**src/rtl/load_store_unit_pkg.sv**
```systemverilog
// Shared dbus types, LSU state encoding and RISC-V load/store funct3 codes.
// Pure declarations; no timing or backpressure of its own.
package load_store_unit_pkg;

    typedef logic [63:0] word_t;

    typedef enum logic [1:0] {
        MSIZE1 = 2'd0,
        MSIZE2 = 2'd1,
        MSIZE4 = 2'd2,
        MSIZE8 = 2'd3
    } msize_t;

    typedef struct packed {
        logic       valid;
        word_t      addr;
        msize_t     size;
        logic [7:0] strobe;
        word_t      data;
    } dbus_req_t;

    typedef struct packed {
        logic  addr_ok;
        logic  data_ok;
        word_t data;
    } dbus_resp_t;

    typedef enum logic [1:0] {
        LSU_IDLE = 2'd0,
        LSU_WAIT = 2'd1,
        LSU_DONE = 2'd2
    } lsu_state_t;

    localparam logic [2:0] F3_LB  = 3'b000;
    localparam logic [2:0] F3_LH  = 3'b001;
    localparam logic [2:0] F3_LW  = 3'b010;
    localparam logic [2:0] F3_LD  = 3'b011;
    localparam logic [2:0] F3_LBU = 3'b100;
    localparam logic [2:0] F3_LHU = 3'b101;
    localparam logic [2:0] F3_LWU = 3'b110;

    function automatic logic [7:0] size_mask(input logic [1:0] sz);
        case (sz)
            2'd0:    size_mask = 8'h01;
            2'd1:    size_mask = 8'h03;
            2'd2:    size_mask = 8'h0F;
            default: size_mask = 8'hFF;
        endcase
    endfunction

endpackage

```
**src/rtl/load_store_unit_align.sv**
```systemverilog
// Byte-lane steering: store strobe/data placement and load extraction with sign/zero extension.
// Purely combinational, zero latency; no backpressure.
module lsu_align
    import load_store_unit_pkg::*;
(
    input  logic [2:0] funct3,
    input  logic [2:0] offset,
    input  logic       is_store,
    input  word_t      wdata,
    input  word_t      bus_rdata,
    output logic [7:0] strobe,
    output word_t      store_data,
    output word_t      load_data
);

    logic [5:0] shamt;
    word_t      shifted;

    assign shamt = {offset, 3'b000};

    always_comb begin
        strobe     = is_store ? (size_mask(funct3[1:0]) << offset) : 8'h00;
        store_data = wdata << shamt;
        shifted    = bus_rdata >> shamt;
        // funct3[2] selects zero extension (the unsigned load variants)
        case (funct3[1:0])
            2'd0:    load_data = funct3[2] ? {56'b0, shifted[7:0]}
                                           : {{56{shifted[7]}}, shifted[7:0]};
            2'd1:    load_data = funct3[2] ? {48'b0, shifted[15:0]}
                                           : {{48{shifted[15]}}, shifted[15:0]};
            2'd2:    load_data = funct3[2] ? {32'b0, shifted[31:0]}
                                           : {{32{shifted[31]}}, shifted[31:0]};
            default: load_data = shifted;
        endcase
    end

endmodule

```
**src/rtl/load_store_unit.sv**
```systemverilog
// Memory-stage dbus engine: issues one aligned request per slot, captures the extended load result.
// Latency >= 2 cycles per access; holds ok low until data_ok, then holds the result until enable.
module load_store_unit
    import load_store_unit_pkg::*;
#(
    parameter int XLEN = 64
) (
    input  logic            clk,
    input  logic            rst,
    input  logic            enable,
    input  logic            op_valid,
    input  logic            op_load,
    input  logic            op_store,
    input  logic [2:0]      funct3,
    input  logic [XLEN-1:0] addr,
    input  logic [XLEN-1:0] wdata,
    output dbus_req_t       dreq,
    input  dbus_resp_t      dresp,
    output logic [XLEN-1:0] rdata,
    output logic            misalign,
    output logic            ok
);

    if (XLEN != 64) begin : g_xlen_check
        $error("load_store_unit supports only XLEN=64");
    end

    lsu_state_t state;
    lsu_state_t state_nxt;
    word_t      result_q;
    word_t      load_data;
    word_t      store_data;
    logic [7:0] strobe;
    logic       mem_op;
    logic       misaligned;
    logic       issue;
    logic       capture;
    logic       unused_addr_ok;

    assign unused_addr_ok = dresp.addr_ok;

    assign mem_op = op_valid & (op_load | op_store);

    always_comb begin
        case (funct3[1:0])
            2'd0:    misaligned = 1'b0;
            2'd1:    misaligned = addr[0];
            2'd2:    misaligned = |addr[1:0];
            default: misaligned = |addr[2:0];
        endcase
        misaligned = misaligned & mem_op;
    end

    assign issue = (state == LSU_IDLE) & mem_op & ~misaligned;

    lsu_align u_align (
        .funct3     (funct3),
        .offset     (addr[2:0]),
        .is_store   (op_store),
        .wdata      (wdata),
        .bus_rdata  (dresp.data),
        .strobe     (strobe),
        .store_data (store_data),
        .load_data  (load_data)
    );

    always_comb begin
        state_nxt = state;
        capture   = 1'b0;
        case (state)
            LSU_IDLE: begin
                if (issue) begin
                    capture   = dresp.data_ok;
                    state_nxt = dresp.data_ok ? LSU_DONE : LSU_WAIT;
                end
            end
            LSU_WAIT: begin
                if (dresp.data_ok) begin
                    capture   = 1'b1;
                    state_nxt = LSU_DONE;
                end
            end
            LSU_DONE: begin
                // stay put while stalled so the request is never re-issued
                if (enable) state_nxt = LSU_IDLE;
            end
            default: state_nxt = LSU_IDLE;
        endcase
    end

    always_ff @(posedge clk) begin
        if (rst) begin
            state    <= LSU_IDLE;
            result_q <= '0;
        end else begin
            state <= state_nxt;
            if (capture) result_q <= op_load ? load_data : '0;
        end
    end

    assign dreq.valid  = ~rst & (issue | (state == LSU_WAIT));
    assign dreq.addr   = addr;
    assign dreq.size   = msize_t'(funct3[1:0]);
    assign dreq.strobe = strobe;
    assign dreq.data   = store_data;

    assign rdata    = result_q;
    assign misalign = ~rst & (state == LSU_IDLE) & misaligned;
    assign ok       = ((state == LSU_IDLE) & ~issue) | (state == LSU_DONE);

endmodule

```
**config.mk**
```make
export PLATFORM = sky130hd
export DESIGN_NAME = load_store_unit
export DESIGN_NICKNAME = d
export VERILOG_FILES = /design/src/rtl/load_store_unit_pkg.sv /design/src/rtl/load_store_unit_align.sv /design/src/rtl/load_store_unit.sv
export SDC_FILE = /design/constraint.sdc
export NUM_CORES = 1
export LEC_CHECK = 0
export ABC_AREA = 1
export BUFFER_PORTS_ARGS = -buffer_cell sky130_fd_sc_hd__buf_2
export CAP_MARGIN = 20
export CORE_AREA = 5 5 156 158
export DETAILED_ROUTE_END_ITERATION = 16
export DIE_AREA = 0 0 161 163
export SLEW_MARGIN = 30
export SYNTH_ARGS = -nofsm -noshare
export SYNTH_HDL_FRONTEND = slang
export SYNTH_SLANG_ARGS = --single-unit
```
**constraint.sdc**
```tcl
create_clock -name clk -period 1.57 [get_ports clk]
set_input_delay 0.2355 -clock clk [delete_from_list [all_inputs] [get_ports clk]]
set_output_delay 0.2355 -clock clk [all_outputs]
set_load 0.05 [all_outputs]
```
==> summary.md, run 1 <==
| Metric | Value |
|---|---|
| Status | `complete, but fails checks` |
| Failing checks | `negative setup slack` |
| Slew Viols, Final | `0` |
| Asr flop ratio synth | `0%` |
| Most used cell, CP | `buf_16` |
| Number of DRC markers in iteration 0 | `~760` |
| CP arrival | `between 1000 and 1500 ps` |
| DRC viols | `0` |
| CTS Hold Bufs | `0` |
| CP Cell Sequence | `buf_16 -> buf_16 -> buf_12 -> nand2_1 -> o21ai_2 -> o22ai_2 -> inv_2 -> o21ai_4 -> buf_6` |
| Top-count cell post-synth | `nand2_1` |
| Part of the power in registers | `22.6%` |
| Final Wtd Congestion | `between 0.9 and 1` |
| Die ar. | `26200 um2` |
| Worst hold path type | `primary input to flop` |
| NetSw | `~3200 uW` |
| Commonest cells post-synth | `nand2_1 (469), o21ai_0 (125), nand3_1 (104), a21oi_1 (90), nor2_1 (82)` |
| CP Capture Type | `output pin` |
| CTS tree | `yes` |
| Clock group share of total power | `27.6%` |
| Clk_lat worst skew | `between 300 and 400 ps` |
| Worst path depth | `9` |
| Part of the power in combinational logic | `49.7%` |
| DPL Wire Length | `25000 um` |
| TritonCTS Buffers | `9` |
| Area Overhead vs Synth | `71.8%` |
| GR Util All Layers | `around 23%` |
| Post-Syn Instances | `between 1000 and 1500` |
| Number of I/O port buffers | `284` |
| Cell Area, Synth | `about 6900 um2` |
| CTS sink cnt | `66` |
| Row count | `56` |
| Number of flops mapped to enable cells by yosys | `0` |
| Vias in the first global route | `8611` |
| Pwr/cell area | `~650 nW/um2` |
| Final net count | `roughly 1800` |
| Clk_skew | `7.37 ps` |
| PnR worst setup slack | `-25.5 ps` |
| Worst setup startpoint | `addr[0]` |
| Synth top area cells | `nand2_1 (25%), dfxtp_1 (19%), o21ai_0 (9.1%)` |
| Setup TNS Final | `-148 ps` |
| CP Data Required Time | `around 1300 ps` |
| WL final | `between 30000 and 40000 um` |
| Max incr delay on CP | `180 ps` |
| Maximum VDD drop | `approximately 390 uV` |
| Drt wl/cell | `roughly 18 um` |
| Slowest CP cell | `buf_6` |
| Fin crit share | `102%` |
| R2R cell count | `8` |
| Synth cell types | `36` |
| Final Cell Area | `around 12000 um2` |
| Reg-to-Reg Start | `state[1]` |
| Max transition margin | `a little over half` |
| Top FF cell, synth | `dfxtp_1` |
| Core Region | `around 23000 um2` |
| Yosys top cell by area | `nand2_1` |
| Vias/cell | `approximately 5` |
| FMAX | `0.627 GHz` |
| First-pass GRT wire length | `around 48000 um` |
| R2R setup slack | `50 ps` |
| H-tree lvl count | `3` |
| Largest net degree at the start of global routing | `65` |
| Die Y-Extent | `163 um` |
| Syn_nets | `approximately 1500` |
| Chip width | `around 160 um` |
| Ports placed on the boundary | `between 400 and 500` |
| ANT nets after route | `0` |
| Drt first pass iters | `5` |
| Total power | `between 7000 and 8000 uW` |
| CP top delay family | `buffers and inverters` |
| Sequential fraction of the synthesis area | `around a fifth` |
| Max cap viols | `0` |
| Clock Path Buffers | `2` |
| Slew @ Worst Pin | `681 ps` |
| Register bit total from synthesis | `66` |
| Sw Share | `41.4%` |
| Initial antenna violation count | `0` |
| Area after DPL | `10000 um2` |
| Avg Synthesized Cell Area | `5.48 um2` |
| Clock slew at reported path FFs | `around 60 ps` |
| Fin crit period | `about 1600 ps` |
| Nature of the critical path startpoint | `primary input` |
| Final hold vios | `0` |
| Clk root buf | `clkbuf_16` |
| Synth warn | `0` |
| Crit Path Max Fanout | `7` |
| Share of cells above drive strength 1 | `43.7%` |
| Global route overflow | `0` |
| Cell Int Power | `between 4000 and 5000 uW` |
| Final Setup Violations | `11` |
| CP Capture Point | `dreq[52]` |
| Post-synth top area share | `roughly a quarter` |
| RSZ-0062 raised after global routing | `true` |
| R2r endpoint | `rdata[56]` |
| CP Class | `primary input to output pin` |
| Leak Pwr | `roughly 0.0057 uW` |
| Buf+Inv Stages, Crit Path | `5` |
| Starting density of the core | `between 30% and 40%` |
| Vias | `roughly 9400` |
## layer usage
| metal | GRT usage (%) | part of all wire (%) | vias to the layer above |
|---|---|---|---|
| met5 | 0 | 0 | - |
| met4 | 6.82 | 3.1 | 0 |
| met3 | 5.64 | 8.1 | 86 |
| met2 | 35.7 | 45 | 411 |
| met1 | 32.2 | 44 | 4356 |
| li1 | - | - | 4590 |
## registers in the layout (all words and copies together) (netlist names)
name and flops:
rdata 64, state 2
## worst reg2reg max path, stage by stage (launching register included)
cell     delay, ps
dfxtp_1        350
inv_1           90
nand2_1         50
inv_1          170
nand3_4        140
buf_12         170
nor2_1         240
nand2_1        110
a21oi_1        130
## what timing repair did
action | 4_1_cts | 5_1_grt
endpoints found under the setup margin | 76 | 124
pin swaps | 21 | 40
setup buffers | 5 | 6
gates cloned | 3 | 8
gates resized for setup | 146 | 162
## cell families after synthesis
family	synth area share [%]
buf+inv	18.7
flops	19.1
mux	3.19
simple gates	40.3
compound gates	18.7
## cell usage in the layout, fill, tap and decap left out, drive strengths merged
cell and count:
a31oi 1, inv 82, o22ai 7, nand3 105, clkinv 4, nor3 7
bufbuf 2, diode 1, o31ai 2, nor2 84, nand2 473, clkinvlp 2
nand3b 1, mux2i 22, bufinv 1, a21o 1, o21ai 127, clkbuf 22
and2 3, or2 8, o21a 1, nor4 1, a22oi 2, a21oi 90
buf 427, nand4 2, o211ai 14, dfxtp 66
## power groups by stage
stage / combinational (uW) / clock, uW / sequential, uW
after detailed placement: 3180 / 0 / 1770
after global routing: 4030 / 2220 / 1740
after global placement: 3170 / 0 / 1770
after CTS: 3470 / 2140 / 1730
after floorplan: 2430 / 0 / 1880
final: 3810 / 2120 / 1730
## worst min-delay path by stage
stage                     depth (start not counted)  slack (ps)       from  endpoint
after floorplan                                   1         310  dresp[64]  state[0]
after global placement                            2         420  dresp[64]  state[0]
after detailed placement                          2         430  dresp[64]  state[0]
after CTS                                         2          70  dresp[64]  state[0]
after global routing                              2          70  dresp[64]  state[0]
final                                             2          80  dresp[64]  state[0]
## through the flow
stage | hold WS (ps) | instances | setup WS [ps] | utilization, %
2_1_floorplan | 314 | 1260 | -117 | -
3_3_place_gp | 419 | 1810 | -334 | 43.6
3_5_place_dp | 425 | 1810 | -348 | 43.6
4_1_cts | 68.7 | 1833 | -25.8 | 47.7
5_1_grt | 71.3 | 1847 | -53.3 | 51.6
6_report | 75.4 | 1848 | -25.5 | 51.6
## area by class of cell
cell class                      instances  area, um2
Fill cell                            2300      11100
Multi-Input combinational cell        951       5770
Timing Repair Buffer                  441       3750
Sequential cell                        66       1320
Tap cell                              290        363
Inverter                               83        339
Clock buffer                           10        239
Clock inverter                          6       65.1
Antenna cell                            1       2.50
Power figures use the tool's default switching activity.
==> run 2, diff against run 1 <==
Settings changed: CTS_CLUSTER_SIZE from default to 16, GPL_ROUTABILITY_DRIVEN from default to 0, REMOVE_ABC_BUFFERS from default to 1.
==> run 2 against run 1 <==
  * The run still ends with negative setup slack left
  * Fmax down 4.3%
  * Die area unchanged
  * Clock skew down 1.4 ps
  * Combinational power down 14%
  * First-iteration DRC count down 24%
  * Utilization down 6.2 points
  * Setup slack worse by 72 ps
  * Cell area down 12%
  * Cell count down 1.6%
  * Critical path type unchanged
  * Highest routed layer is now met5
==> summary.md, run 2 (synthesis gave the netlist of run 1 again) <==
| Metric | Value |
|---|---|
| Area after DPL | `8790 um2 (-12%)` |
| Worst hold path type | `primary input to flop` |
| CP arrival | `1430 ps (+70 ps)` |
| Drt first pass iters | `5 (unchanged)` |
| Final net count | `1724 (-1.8%)` |
| CP Cell Sequence | `buf_12 -> buf_12 -> buf_4 -> o21ai_4 -> buf_6 -> nand2_1 -> o211ai_1 -> o21ai_2 -> buf_6` |
| Failing checks | `negative setup slack` |
| Fin crit share | `106% (+4.6 points)` |
| Slowest CP cell | `o21ai_4` |
| CP top delay family | `buffers and inverters` |
| Global route overflow | `0 (unchanged)` |
| Leak Pwr | `0.00528 uW (-7.3%)` |
| Ports placed on the boundary | `408 (unchanged)` |
| Share of cells above drive strength 1 | `36.7% (-7.0 points)` |
| Slew @ Worst Pin | `411 ps (-269 ps)` |
| Die Y-Extent | `163 um (unchanged)` |
| Nature of the critical path startpoint | `primary input` |
| First-pass GRT wire length | `51800 um (+7.0%)` |
| GR Util All Layers | `25.5% (+2.4 points)` |
| Clock Path Buffers | `2 (unchanged)` |
| Final Setup Violations | `23 (+12)` |
| Status | `complete, but fails checks` |
| PnR worst setup slack | `-97.6 ps (-72.1 ps)` |
| Clk_lat worst skew | `340 ps (about the same)` |
| RSZ-0062 raised after global routing | `true` |
| DRC viols | `0 (unchanged)` |
| Area Overhead vs Synth | `51.1%` |
| CTS sink cnt | `66 (unchanged)` |
| Vias | `9512 (+0.73%)` |
| Final Cell Area | `10400 um2 (-12%)` |
| Row count | `56 (unchanged)` |
| FMAX | `0.600 GHz (-4.3%)` |
| Pwr/cell area | `659 nW/um2 (+2.0%)` |
| CP Data Required Time | `1330 ps (about the same)` |
| Clk root buf | `clkbuf_16` |
| Drt wl/cell | `19.9 um (+9.5%)` |
| DPL Wire Length | `26900 um (+7.9%)` |
| Multi-input logic area | `4900 um2 (-15%)` |
| TritonCTS Buffers | `9 (unchanged)` |
| Max incr delay on CP | `200 ps (+20 ps)` |
| Initial antenna violation count | `8 (+8)` |
| # fillers | `2407 (+4.7%)` |
| Clk_skew | `5.98 ps (-1.40 ps)` |
| Buf+Inv Stages, Crit Path | `5 (unchanged)` |
| Core Region | `23000 um2 (unchanged)` |
| Die ar. | `26200 um2 (unchanged)` |
| Vias in the first global route | `8956 (+4.0%)` |
| Maximum VDD drop | `542 uV (+37%)` |
| WL final | `36200 um (+7.7%)` |
| Max transition margin | `72.6% (+18 points)` |
| H-tree lvl count | `3 (unchanged)` |
| CP Class | `primary input to output pin` |
| Pre-CTS setup slack | `-269 ps (+78.5 ps)` |
| CP Capture Type | `output pin` |
| Number of I/O port buffers | `284 (unchanged)` |
| Fin crit period | `1670 ps (+72.1 ps)` |
| Chip width | `161 um (unchanged)` |
| Reg area | `1320 um2 (about the same)` |
| ANT nets after route | `0 (unchanged)` |
| Largest net degree at the start of global routing | `66 (+1.5%)` |
| Starting density of the core | `30.0% (unchanged)` |
| CTS tree | `yes` |
| Max cap viols | `0 (unchanged)` |
| Vias/cell | `5.23 (+2.4%)` |
| Commonest non-fill, non-tap cell in the layout | `nand2_1` |
| Most frequent cells in the layout | `nand2_1 (456), buf_2 (208), buf_4 (98), a21oi_1 (88), nand3_1 (86)` |
| Number of DRC markers in iteration 0 | `580 (-24%)` |
| Final hold vios | `0 (unchanged)` |
| Slew Viols, Final | `0 (unchanged)` |
| Max reg flops | `64 (unchanged)` |
| Crit Path Max Fanout | `7 (unchanged)` |
| Clock slew at reported path FFs | `50 ps (about the same)` |
run 2: per-layer routing:
| layer | vias to the layer above | track usage [%] | routed length (um) |
|---|---|---|---|
| li1 | 4520 | - | - |
| met1 | 4270 | 32.5 | 14700 |
| met2 | 631 | 38.2 | 15500 |
| met3 | 77 | 12.0 | 4940 |
| met4 | 14 | 7.17 | 846 |
| met5 | - | 6.44 | 241 |
run 2: per-stage QoR:
stage / power, uW / instances / util (%) / setup TNS, ps / hold WS, ps
after floorplan: 3280 / 1099 / - / -215340 / 305
after global placement: 4450 / 1782 / 38.2 / -21180 / 424
after detailed placement: 4450 / 1782 / 38.2 / -25440 / 434
after CTS: 6620 / 1805 / 42.0 / -247 / 71.3
after global routing: 7230 / 1815 / 45.4 / -2710 / 75.9
final: 6870 / 1818 / 45.4 / -804 / 83.4
run 2: worst paths after layout:
kind | startpoint | end | slack [ps] | depth (start not counted)
worst max-delay path | addr[0] | dreq[39] | -100 | 9
worst min register to register | rdata[35] | rdata[35] | 460 | 2
worst max register to register | state[0] | rdata[37] | 200 | 8
worst min-delay path | dresp[64] | state[0] | 80 | 2
run 2: area by class of cell:
class | instances | share of cell area, %
clock inverters | 3 | 0.168
multi-input cells | 950 | 46.9
diodes | 4 | 0.0960
clock buffers | 11 | 2.33
well taps | 290 | 3.48
inverters | 83 | 3.10
repair buffers | 411 | 31.2
flip-flops and latches | 66 | 12.7
run 2: repair_timing:
item / CTS / global route
cloned: 4 / 2
hold endpoints to repair: 0 / 0
pin swaps: 17 / 23
setup endpoints to repair: 71 / 115
hold buffers: 0 / 0
setup buffers: 6 / 7
resized for setup: 184 / 195
run 2: power by group:
| group | switching, uW | total [uW] | internal (uW) |
|---|---|---|---|
| sequential | 19.4 | 1730 | 1710 |
| combinational | 2070 | 3280 | 1210 |
| clock | 773 | 1860 | 1090 |
